## config.mk

```make
export PLATFORM = sky130hd
export DESIGN_NAME = truth_table_sweeper
export DESIGN_NICKNAME = d
export VERILOG_FILES = /design/src/rtl/truth_table_sweeper.sv
export SDC_FILE = /design/constraint.sdc
export NUM_CORES = 1
export LEC_CHECK = 0
export ABC_CLOCK_PERIOD_IN_PS = 5300
export BUFFER_PORTS_ARGS = -buffer_cell sky130_fd_sc_hd__buf_2
export CORE_MARGIN = 1
export CORE_UTILIZATION = 45
export CTS_CLUSTER_DIAMETER = 100
export DETAILED_ROUTE_END_ITERATION = 10
export PLACE_DENSITY_LB_ADDON = 0.15
export SETUP_SLACK_MARGIN = 0.1
export SYNTH_ARGS = -nofsm -noshare
export SYNTH_HDL_FRONTEND = slang
export SYNTH_SLANG_ARGS = --single-unit
export TNS_END_PERCENT = 50
```

## constraint.sdc

```tcl
create_clock -name clk -period 5.3 [get_ports clk]
set_input_delay 0.795 -clock clk [delete_from_list [all_inputs] [get_ports clk]]
set_output_delay 0.795 -clock clk [all_outputs]
set_load 0.02 [all_outputs]
```

## src/rtl/truth_table_sweeper.sv

```systemverilog
// Exhaustive truth-table sweeper: walks every input pattern of a combinational
// block, waits SETTLE cycles, then either streams the response or compares it
// with a reference and accumulates error statistics.
module truth_table_sweeper #(
  parameter int unsigned N_IN   = 8,
  parameter int unsigned N_OUT  = 5,
  parameter int unsigned SETTLE = 1
) (
  input  logic                           clk,
  input  logic                           rst,
  input  logic                           start,
  input  logic                           mode,
  output logic [N_IN-1:0]                pi,
  input  logic [N_OUT-1:0]               po_dut,
  input  logic [N_OUT-1:0]               po_ref,
  output logic                           out_valid,
  input  logic                           out_ready,
  output logic [N_IN-1:0]                out_pattern,
  output logic [N_OUT-1:0]               out_value,
  output logic                           busy,
  output logic                           done,
  output logic [N_IN:0]                  err_count,
  output logic [$clog2(N_OUT+1)-1:0]     err_hd_max,
  output logic [N_IN+N_OUT-1:0]          err_abs_sum
);

  localparam int unsigned HD_W  = $clog2(N_OUT + 1);
  localparam int unsigned SUM_W = N_IN + N_OUT;
  localparam int unsigned ERR_W = N_IN + 1;
  localparam int unsigned CNT_W = 4;

  typedef enum logic [2:0] {
    S_IDLE,
    S_SETTLE,
    S_SAMPLE,
    S_EMIT,
    S_DONE
  } state_t;

  state_t             state;
  state_t             state_nx;
  logic [CNT_W-1:0]   settle_cnt;
  logic               mode_q;

  logic               load_start_c;
  logic               sample_stream_c;
  logic               sample_cmp_c;
  logic               advance_c;
  logic               last_pat_c;

  logic [N_OUT-1:0]   diff_c;
  logic [N_OUT-1:0]   abs_diff_c;
  logic [HD_W-1:0]    hd_c;

  // Hamming weight of the response difference
  function automatic logic [HD_W-1:0] popcount(input logic [N_OUT-1:0] v);
    logic [HD_W-1:0] c;
    c = '0;
    for (int unsigned i = 0; i < N_OUT; i++) begin
      c = c + HD_W'(v[i]);
    end
    return c;
  endfunction

  // Compare-mode metrics for the current pattern
  always_comb begin
    diff_c     = po_dut ^ po_ref;
    hd_c       = popcount(diff_c);
    abs_diff_c = (po_dut >= po_ref) ? (po_dut - po_ref) : (po_ref - po_dut);
    last_pat_c = (pi == {N_IN{1'b1}});
  end

  // State register
  always_ff @(posedge clk or posedge rst) begin
    if (rst) begin
      state <= S_IDLE;
    end else begin
      state <= state_nx;
    end
  end

  // Next-state and datapath strobes
  always_comb begin
    state_nx        = state;
    load_start_c    = 1'b0;
    sample_stream_c = 1'b0;
    sample_cmp_c    = 1'b0;
    advance_c       = 1'b0;
    case (state)
      S_IDLE: begin
        if (start) begin
          load_start_c = 1'b1;
          state_nx     = S_SETTLE;
        end
      end
      S_SETTLE: begin
        if (settle_cnt == CNT_W'(1)) begin
          state_nx = S_SAMPLE;
        end
      end
      S_SAMPLE: begin
        if (mode_q) begin
          sample_cmp_c = 1'b1;
          advance_c    = 1'b1;
        end else begin
          sample_stream_c = 1'b1;
          state_nx        = S_EMIT;
        end
      end
      S_EMIT: begin
        if (out_valid && out_ready) begin
          advance_c = 1'b1;
        end
      end
      S_DONE: begin
        state_nx = S_IDLE;
      end
      default: begin
        state_nx = S_IDLE;
      end
    endcase
    if (advance_c) begin
      state_nx = last_pat_c ? S_DONE : S_SETTLE;
    end
  end

  // Pattern counter, settle timer and latched mode
  always_ff @(posedge clk or posedge rst) begin
    if (rst) begin
      pi         <= '0;
      settle_cnt <= '0;
      mode_q     <= 1'b0;
    end else begin
      if (load_start_c) begin
        pi         <= '0;
        mode_q     <= mode;
        settle_cnt <= CNT_W'(SETTLE);
      end else if (advance_c && !last_pat_c) begin
        pi         <= pi + N_IN'(1);
        settle_cnt <= CNT_W'(SETTLE);
      end else if (state == S_SETTLE) begin
        settle_cnt <= settle_cnt - CNT_W'(1);
      end
    end
  end

  // Stream beat payload, captured once per pattern so it is stable under backpressure
  always_ff @(posedge clk or posedge rst) begin
    if (rst) begin
      out_pattern <= '0;
      out_value   <= '0;
    end else if (sample_stream_c) begin
      out_pattern <= pi;
      out_value   <= po_dut;
    end
  end

  // Error accumulators; cleared on start, held after the sweep ends
  always_ff @(posedge clk or posedge rst) begin
    if (rst) begin
      err_count   <= '0;
      err_hd_max  <= '0;
      err_abs_sum <= '0;
    end else if (load_start_c) begin
      err_count   <= '0;
      err_hd_max  <= '0;
      err_abs_sum <= '0;
    end else if (sample_cmp_c) begin
      if (diff_c != '0) begin
        err_count <= err_count + ERR_W'(1);
      end
      if (hd_c > err_hd_max) begin
        err_hd_max <= hd_c;
      end
      err_abs_sum <= err_abs_sum + SUM_W'(abs_diff_c);
    end
  end

  // Status outputs registered from the next state so they align with the state register
  always_ff @(posedge clk or posedge rst) begin
    if (rst) begin
      out_valid <= 1'b0;
      busy      <= 1'b0;
      done      <= 1'b0;
    end else begin
      out_valid <= (state_nx == S_EMIT);
      busy      <= (state_nx == S_SETTLE) || (state_nx == S_SAMPLE) || (state_nx == S_EMIT);
      done      <= (state_nx == S_DONE);
    end
  end

endmodule

```

==> results of run 1 <==
==> through the flow <==
stage / utilization / setup WS (ns) / area (sq um) / instances / hold WS [ns]
finish: 0.567 / 1.81 / 3890 / 497 / 0.478
global route: 0.567 / 1.61 / 3890 / 497 / 0.502
CTS: 0.567 / 1.80 / 3890 / 497 / 0.478
detailed placement: 0.533 / 1.45 / 3660 / 481 / 0.462
global placement: 0.533 / 1.51 / 3660 / 481 / 0.465
floorplan: - / 1.78 / 3240 / 326 / 0.504
==> path summary, 6_finish.rpt <==
| check | slack, ns | from | end |
|---|---|---|---|
| worst max-delay path | 1.81 | po_dut[1] | err_hd_max[1]$_DFFE_PP0P_ |
| worst min-delay path | 0.48 | err_abs_sum[12]$_DFFE_PP0P_ | err_abs_sum[12]$_DFFE_PP0P_ |
| worst max register to register | 3.23 | state[2]$_DFF_PP0_ | out_value[1]$_DFFE_PP0P_ |
| worst min register to register | 0.48 | err_abs_sum[12]$_DFFE_PP0P_ | err_abs_sum[12]$_DFFE_PP0P_ |
| max in group asynchronous | 4.15 | rst | settle_cnt[0]$_DFFE_PP0P_ |
| min in group asynchronous | 0.65 | rst | err_abs_sum[9]$_DFFE_PP0P_ |
==> layout make-up <==
class,count,area [sq um]
Clock buffer,11,151
Clock inverter,5,77.6
Fill cell,628,2980
Inverter,31,116
Multi-Input combinational cell,232,1670
Sequential cell,57,1430
Tap cell,96,120
Timing Repair Buffer,65,330
==> layer usage <==
| metal | vias up | wire length [microns] | GRT usage | part of all wire |
|---|---|---|---|---|
| li1 | 1251 | - | - | - |
| met1 | 1207 | 2940 | 0.240 | 0.44 |
| met2 | 43 | 3270 | 0.321 | 0.50 |
| met3 | 9 | 273 | 0.0512 | 0.041 |
| met4 | 0 | 122 | 0.0758 | 0.018 |
| met5 | - | 0 | 0 | 0 |
==> cells in the mapped netlist <==
library cell,number
ha_1,24
nor4_1,1
mux2_2,14
nor2b_1,4
o21ai_1,1
a22o_1,1
and4bb_1,1
a21oi_2,1
nor3b_1,1
nor4_2,1
xor2_1,6
o211ai_1,5
o31ai_1,4
or3_1,3
fa_1,5
buf_2,2
nand3_1,8
a211oi_1,1
buf_4,1
xnor2_1,12
inv_1,31
clkbuf_1,3
dfrtp_1,57
mux2i_1,11
nand2b_1,6
a21boi_0,1
o21ai_0,9
nand4bb_1,1
o21a_1,3
nand4_1,5
o41ai_1,1
and4_1,1
nor4b_1,1
nand2_1,34
and2_1,3
a21oi_1,16
nor2_1,31
nor3_1,4
and3_1,5
a31oi_1,3
a21o_1,4
==> worst max-delay path, stage by stage <==
cell and delay [ns]:
buf_2 0.12, inv_1 0.08, ha_1 0.36, inv_1 0.08
fa_1 0.50, inv_1 0.05, fa_1 0.37, inv_1 0.06
ha_1 0.24, ha_1 0.29, nor2b_1 0.13, o21a_1 0.16
o21a_1 0.22, mux2i_1 0.17, nor2_1 0.05
==> sequential cells by signal (all words and copies together), names as in the netlist <==
name and count:
out_valid 1, err_count 9, out_value 5, settle_cnt 4
done 1, busy 1, err_hd_max 3, out_pattern 8
state 3, pi 8, err_abs_sum 13, mode_q 1
==> logic make-up (layout without fill, tap and decap cells) <==
kind of cell	after synthesis	after routing	share of synthesized area
AND/OR/NAND/NOR	110	110	0.165
flip-flops	57	57	0.440
AO/OA/AOI/OAI	50	50	0.0957
buffers and inverters	37	112	0.0448
adder cells (fa/ha/maj)	29	29	0.124
multiplexers	25	25	0.0826
XOR/XNOR	18	18	0.0486
==> power by group <==
group          total, mW  switching, mW  internal (mW)  leakage [nW]
sequential         0.670          0.110          0.561         0.749
combinational      0.734          0.433          0.302          1.14
clock              0.471          0.182          0.289         0.115
==> impl_metrics.yaml, run 1 <==
clock_tree:
  cts_buffers: 9
  clk_pin_slew_ns: 0.07
  postCtsSetupRepairBufs: 0
  clock_latency_ns: 0.33
  clockBufferDepth: 2
  cts_hold_buf: 0
  cts_root_buffer: "clkbuf_8"
  cts_max_level: 3
  clock-sinks: 57
  tritoncts: "done"
  post_cts_resized: 0
yosys:
  synth.top_cells.by_area: "dfrtp_1 (44%), ha_1 (9.3%), mux2_2 (4.9%)"
  netlist_area_sq_um: 3240
  ys_ff_latch: 57
  ys_seq_area_frac: 0.440
  syn_avg_cell_area_sq_um: 9.94
  synth_top_area_frac: 0.440
  synth_top_area_cell: "dfrtp_1"
  synth_warnings: 0
  syn-num-nets: 370
  synth_cell_types: 41
  netlist_instances: 326
power_and_ir_drop:
  total_power_mw: 1.87
  ir_drop_uv: 225
  cellPowerDensity_nw_per_um2: 482
  p_leak_nw: 2.00
hold_path:
  worst_hold_path_type: "register to register"
  hold_depth: 1
floorplanning:
  ioPinCount: 64
  start_util: 0.472
  dieArea_sq_um: 7550
  die-height_microns: 86.9
  core_sq_um: 6870
  die_w_microns: 86.9
  rows: 30
placement:
  post-dp-hpwl_mm: 4.70
  gp_congestion: 0.773
  io_buffers: 63
timing:
  finalHoldViolCount: 0
  setup_viol: 0
  fin_setup_tns_ns: 0
  slew_headroom: 0.432
  final.setup_skew_ns: 0.00754
  min_period_ns: 3.49
  drv_slew: 0
  period_share: 0.659
  rsz0062_at_grt: "false"
  achievable-frequency_mhz: 286
  worst_slew_pin_slew_ns: 0.851
route:
  dr.pass1.iters: 4
  drtIter0Drc: 104
  vias_per_cell: 5.05
  drc: 0
  vias: 2510
  wl_mm: 6.61
  ant_nets: 0
  wire_per_inst_microns: 13.3
layout:
  nNetsFinal: 440
  mostFrequentLayoutCell: "buf_2"
  layout-drive-gt1-share: 0.244
  synthToLayoutAreaGrowth_pct: 20.1
  n_antenna_cell: 0
  layout_common_cells: "buf_2 (63), dfrtp_1 (57), nand2_1 (34)"
critical_path:
  cp-start-kind: "primary input"
  worstPathMaxFanout: 5
  r2r_cells: 5
  cp.arrival_ns: 3.68
  cp-end-kind: "register"
  critPathKind: "primary input to register"
  required_ns: 5.49
global_routing:
  grt_pass1_wl_mm: 11.1
  grt-ovfl-total: 0
  antenna_found_initial: 0
  grt_usage: 0.193
  grt_start_max_net_pins: 58
  grt_pass1_vias: 2439
run_status:
  outcome: "finished clean"
run:
  max-cap-violations: 0
Note: power is estimated with default switching activity, not from simulation.
==> run 2, diff against run 1 <==
- ABC_CLOCK_PERIOD_IN_PS: 5300 -> 3300
- clock period: 5.3 -> 3.3 ns (I/O delays scaled with it)
==> impl_metrics.yaml, run 2 (synthesized netlist as in run 1, its figures left out) <==
critical_path:
  cp_cell_sequence: "buf_2 -> inv_1 -> ha_1 -> inv_2 -> fa_1 -> inv_1 -> fa_1 -> inv_1 -> ha_1 -> ha_1 -> nor2b_1 -> o21a_1 -> o21a_2 -> mux2i_1 -> nor2_1"
  cp-end-kind: "register"
  cpLargestDelayFamily: "adder cells"
  worstPathMaxFanout: 4
  cp_slowest_stage_delay_ns: 0.52
  critPathKind: "primary input to register"
  cp-start-kind: "primary input"
  cp.arrival_ns: 3.23
  slowest_stage: "fa_1"
  required_ns: 3.48
  cp_num_buf_inv: 5
timing:
  hold_slack_ns: 0.356
  finalHoldViolCount: 0
  worst_slew_pin_slew_ns: 0.909
  setup_viol: 0
  drv_slew: 0
  final.setup_skew_ns: 0.0100
  period_share: 0.925
  min_period_ns: 3.05
  achievable-frequency_mhz: 328
  finalWorstSetupSlack_ns: 0.248
  rsz0062_at_grt: "true"
  slew_headroom: 0.394
global_routing:
  antenna_found_initial: 0
  use_met2: 0.320
  globalRouteMet3Util: 0.0389
  gr-usage-met1: 0.241
  grt_pass1_vias: 2404
  gr-max-usage-layer: "met2"
  grt_start_max_net_pins: 58
  grt_usage: 0.191
  grt-ovfl-total: 0
  grt_pass1_wl_mm: 11.1
clock_tree:
  cts_root_buffer: "clkbuf_8"
  tritoncts: "done"
  clock_latency_ns: 0.33
  cts_hold_buf: 0
  clock-sinks: 57
  clk_pin_slew_ns: 0.07
  cts_max_level: 3
  cts_buffers: 9
  clockBufferDepth: 2
  postCtsSetupRepairBufs: 0
  post_cts_resized: 0
floorplanning:
  die_w_microns: 86.9
  rows: 30
  die-height_microns: 86.9
  core_sq_um: 6870
  dieArea_sq_um: 7550
  start_util: 0.472
  ioPinCount: 64
layout:
  nNetsFinal: 451
  fillCellCount: 624
  layout-drive-gt1-share: 0.274
  layout_common_cells: "buf_2 (63), dfrtp_1 (57), nand2_1 (34)"
  synthToLayoutAreaGrowth_pct: 23.2
  postLayoutCellArea_sq_um: 3990
  mostFrequentLayoutCell: "buf_2"
  top_register: "err_abs_sum"
  largest_register_ffs: 13
  reg_top3: "err_abs_sum: 13 flops, err_count: 9 flops"
  n_antenna_cell: 0
  final_util: 0.581
route:
  ant_nets: 0
  drc: 0
  vias_per_cell: 5.02
  drtIter0Drc: 82
  dr.pass1.iters: 6
  wl_mm: 6.63
  vias: 2549
  wire_per_inst_microns: 13.1
placement:
  dp_slack_ns: -0.124
  gp_congestion: 0.782
  post-dp-hpwl_mm: 4.86
  io_buffers: 63
  placed_area_sq_um: 3760
hold_path:
  worst_hold_path_type: "primary input to asynchronous set/reset pin"
run_status:
  outcome: "finished clean"
power_and_ir_drop:
  ir_drop_uv: 397
  p_leak_nw: 2.06
  cellPowerDensity_nw_per_um2: 760
run:
  max-cap-violations: 0
## run 2: cell types whose count changed in the layout (fill, tap and decap cells not counted), sizes merged
cell	delta
buf	+11
## run 2: metal layers
| layer | part of all wire | up-vias |
|---|---|---|
| met1 | 0.46 | 1213 |
| met5 | 0 | - |
| met4 | 0.015 | 0 |
| met3 | 0.039 | 8 |
| met2 | 0.49 | 57 |
| li1 | - | 1271 |
## run 2: final cells by class
type	count	area, sq um	share of cell area
inverter	31	116	0.0291
multi-input combinational	232	1690	0.423
timing repair buffer	76	413	0.103
clock buffer	11	151	0.0379
clock inverter	5	77.6	0.0194
sequential	57	1430	0.357
tap	96	120	0.0301
## run 2: path summary, 6_finish.rpt
check / startpoint / end / slack [ns] / cells past startpoint
worst max-delay path: po_dut[0] / err_hd_max[2]$_DFFE_PP0P_ / 0.25 / 15
worst min-delay path: rst / err_abs_sum[9]$_DFFE_PP0P_ / 0.36 / 3
worst max register to register: state[1]$_DFF_PP0_ / err_abs_sum[0]$_DFFE_PP0P_ / 1.26 / 4
worst min register to register: err_abs_sum[12]$_DFFE_PP0P_ / err_abs_sum[12]$_DFFE_PP0P_ / 0.47 / 1
max in group asynchronous: rst / state[1]$_DFF_PP0_ / 2.45 / 3
min in group clk: mode / mode_q$_DFFE_PP0P_ / 0.36 / 3
## run 2: where the power goes
| part | switching, mW | leakage [nW] | total (mW) | internal (mW) |
|---|---|---|---|---|
| registers | 0.178 | 0.749 | 1.08 | 0.900 |
| logic | 0.703 | 1.19 | 1.21 | 0.505 |
| clock network | 0.284 | 0.115 | 0.747 | 0.464 |
| total | 1.16 | 2.06 | 3.03 | 1.87 |
## run 2: metrics by stage
stage / total power [mW] / instances / setup TNS, ns
after floorplan: 1.90 / 326 / 0
after global placement: 2.27 / 492 / -0.261
after detailed placement: 2.31 / 492 / -0.513
after CTS: 3.07 / 508 / 0
after global routing: 3.26 / 508 / 0
final: 3.03 / 508 / 0
## run 2: worst register-to-register path: stages, from the launching register on
cell and delay (ns):
dfrtp_1 0.44, nor2b_1 0.21, and2_1 0.76, nor2_1 0.28, a22o_1 0.25
==> run 3, diff against run 2 <==
- HOLD_SLACK_MARGIN: unset -> 0.12
- RECOVER_POWER: unset -> 100
==> impl_metrics.yaml, run 3 (synthesized netlist as in run 1, its figures left out) <==
clock_tree:
  clockBufferDepth: 2
  cts_root_buffer: "clkbuf_8"
  clk_pin_slew_ns: 0.07
  cts_hold_buf: 0
  tritoncts: "done"
  cts_buffers: 9
  cts_max_level: 3
  clock_latency_ns: 0.33
  clock-sinks: 57
layout:
  final_cells: 508
  reg_top3: "err_abs_sum: 13 flops, err_count: 9 flops"
  largest_register_ffs: 13
  fillCellCount: 650
  layout-drive-gt1-share: 0.143
  mostFrequentLayoutCell: "dfrtp_1"
  top_register: "err_abs_sum"
  synthToLayoutAreaGrowth_pct: 20.8
  final_util: 0.570
  nNetsFinal: 451
  layout_common_cells: "dfrtp_1 (57), clkbuf_1 (50), nand2_1 (34)"
  n_antenna_cell: 0
critical_path:
  cp.arrival_ns: 3.23
  cp_cell_sequence: "buf_2 -> inv_1 -> ha_1 -> inv_2 -> fa_1 -> inv_1 -> fa_1 -> inv_1 -> ha_1 -> ha_1 -> nor2b_1 -> o21a_1 -> o21a_1 -> mux2i_1 -> nor2_1"
  cp_slowest_stage_delay_ns: 0.52
  critPathKind: "primary input to register"
  cpLargestDelayFamily: "adder cells"
  required_ns: 3.46
  slowest_stage: "fa_1"
  cp-start-kind: "primary input"
  cp-end-kind: "register"
  cp_num_buf_inv: 5
  r2r_cells: 4
  crit_cells: 15
  worstPathMaxFanout: 4
floorplanning:
  core_sq_um: 6870
  start_util: 0.472
  die-height_microns: 86.9
  die_w_microns: 86.9
  dieArea_sq_um: 7550
  ioPinCount: 64
  rows: 30
route:
  vias: 2557
  dr.pass1.iters: 6
  wire_per_inst_microns: 13.1
  vias_per_cell: 5.03
  drtIter0Drc: 88
  ant_nets: 0
  drc: 0
  wl_mm: 6.64
timing:
  setup_viol: 0
  rsz0062_at_grt: "true"
  achievable-frequency_mhz: 326
  final.setup_skew_ns: 0.0107
  worst_slew_pin_slew_ns: 1.43
  min_period_ns: 3.07
  slew_headroom: 0.0481
  finalHoldViolCount: 0
  drv_slew: 0
  period_share: 0.931
  hold_slack_ns: 0.356
  finalWorstSetupSlack_ns: 0.228
global_routing:
  antenna_found_initial: 0
  grt_usage: 0.191
  grt-ovfl-total: 0
  grt_pass1_vias: 2404
  grt_start_max_net_pins: 58
  grt_pass1_wl_mm: 11.1
hold_path:
  worst_hold_path_type: "primary input to register"
  hold_depth: 3
placement:
  dp_slack_ns: -0.124
  placed_cells: 492
  post-dp-hpwl_mm: 4.86
  gp_congestion: 0.782
  io_buffers: 63
run:
  max-cap-violations: 0
power_and_ir_drop:
  p_leak_nw: 1.86
  ir_drop_uv: 380
  total_power_mw: 2.99
  cellPowerDensity_nw_per_um2: 762
run_status:
  outcome: "finished clean"
## run 3: timing repair
| action | in CTS | in global routing |
|---|---|---|
| gates resized for setup | 0 | 3 |
| setup endpoints to repair | 0 | 4 |
| buffers inserted | 0 | 0 |
## run 3: metrics by stage
stage | setup TNS (ns) | instance area, sq um
finish | 0 | 3920
CTS | 0 | 3990
detailed placement | -0.513 | 3760
floorplan | 0 | 3250
global route | 0 | 3920
global placement | -0.261 | 3760
## run 3: metal layers
layer  up-vias  share of wire  GRT usage  wire length [microns]
met2        51           0.49      0.320                   3240
li1       1276              -          -                      -
met5         -              0          0                      0
met3         7          0.037     0.0389                    244
met1      1223           0.46      0.241                   3080
met4         0          0.012     0.0773                     79
## run 3: cell type report
| class | instances | area (sq um) | area share |
|---|---|---|---|
| timing repair buffer | 76 | 345 | 0.0882 |
| multi-input combinational | 232 | 1680 | 0.429 |
| inverter | 31 | 116 | 0.0297 |
| sequential | 57 | 1430 | 0.364 |
| clock inverter | 5 | 77.6 | 0.0198 |
| tap | 96 | 120 | 0.0307 |
| clock buffer | 11 | 151 | 0.0386 |
## run 3: power by group
part           total [mW]  switching [mW]  internal [mW]  leakage [nW]
Clock               0.746           0.282          0.464         0.115
Combinational        1.16           0.704          0.456         0.996
Sequential           1.08           0.181          0.901         0.749
Total                2.99            1.17           1.82          1.86
## run 3: path summary, 6_finish.rpt
path                                               endpoint                         from  slack (ns)
worst max register to register   err_abs_sum[0]$_DFFE_PP0P_           state[1]$_DFF_PP0_        0.95
max in group asynchronous        out_pattern[4]$_DFFE_PP0P_                          rst        1.80
worst min-delay path                     mode_q$_DFFE_PP0P_                         mode        0.36
worst max-delay path              err_hd_max[2]$_DFFE_PP0P_                    po_dut[0]        0.23
min in group asynchronous        err_abs_sum[9]$_DFFE_PP0P_                          rst        0.64
worst min register to register  err_abs_sum[12]$_DFFE_PP0P_  err_abs_sum[12]$_DFFE_PP0P_        0.47
## run 3: worst min-delay path, cell delays in order
cell	delay [ns]
buf_2	0.08
nand2_1	0.04
nand2_1	0.04
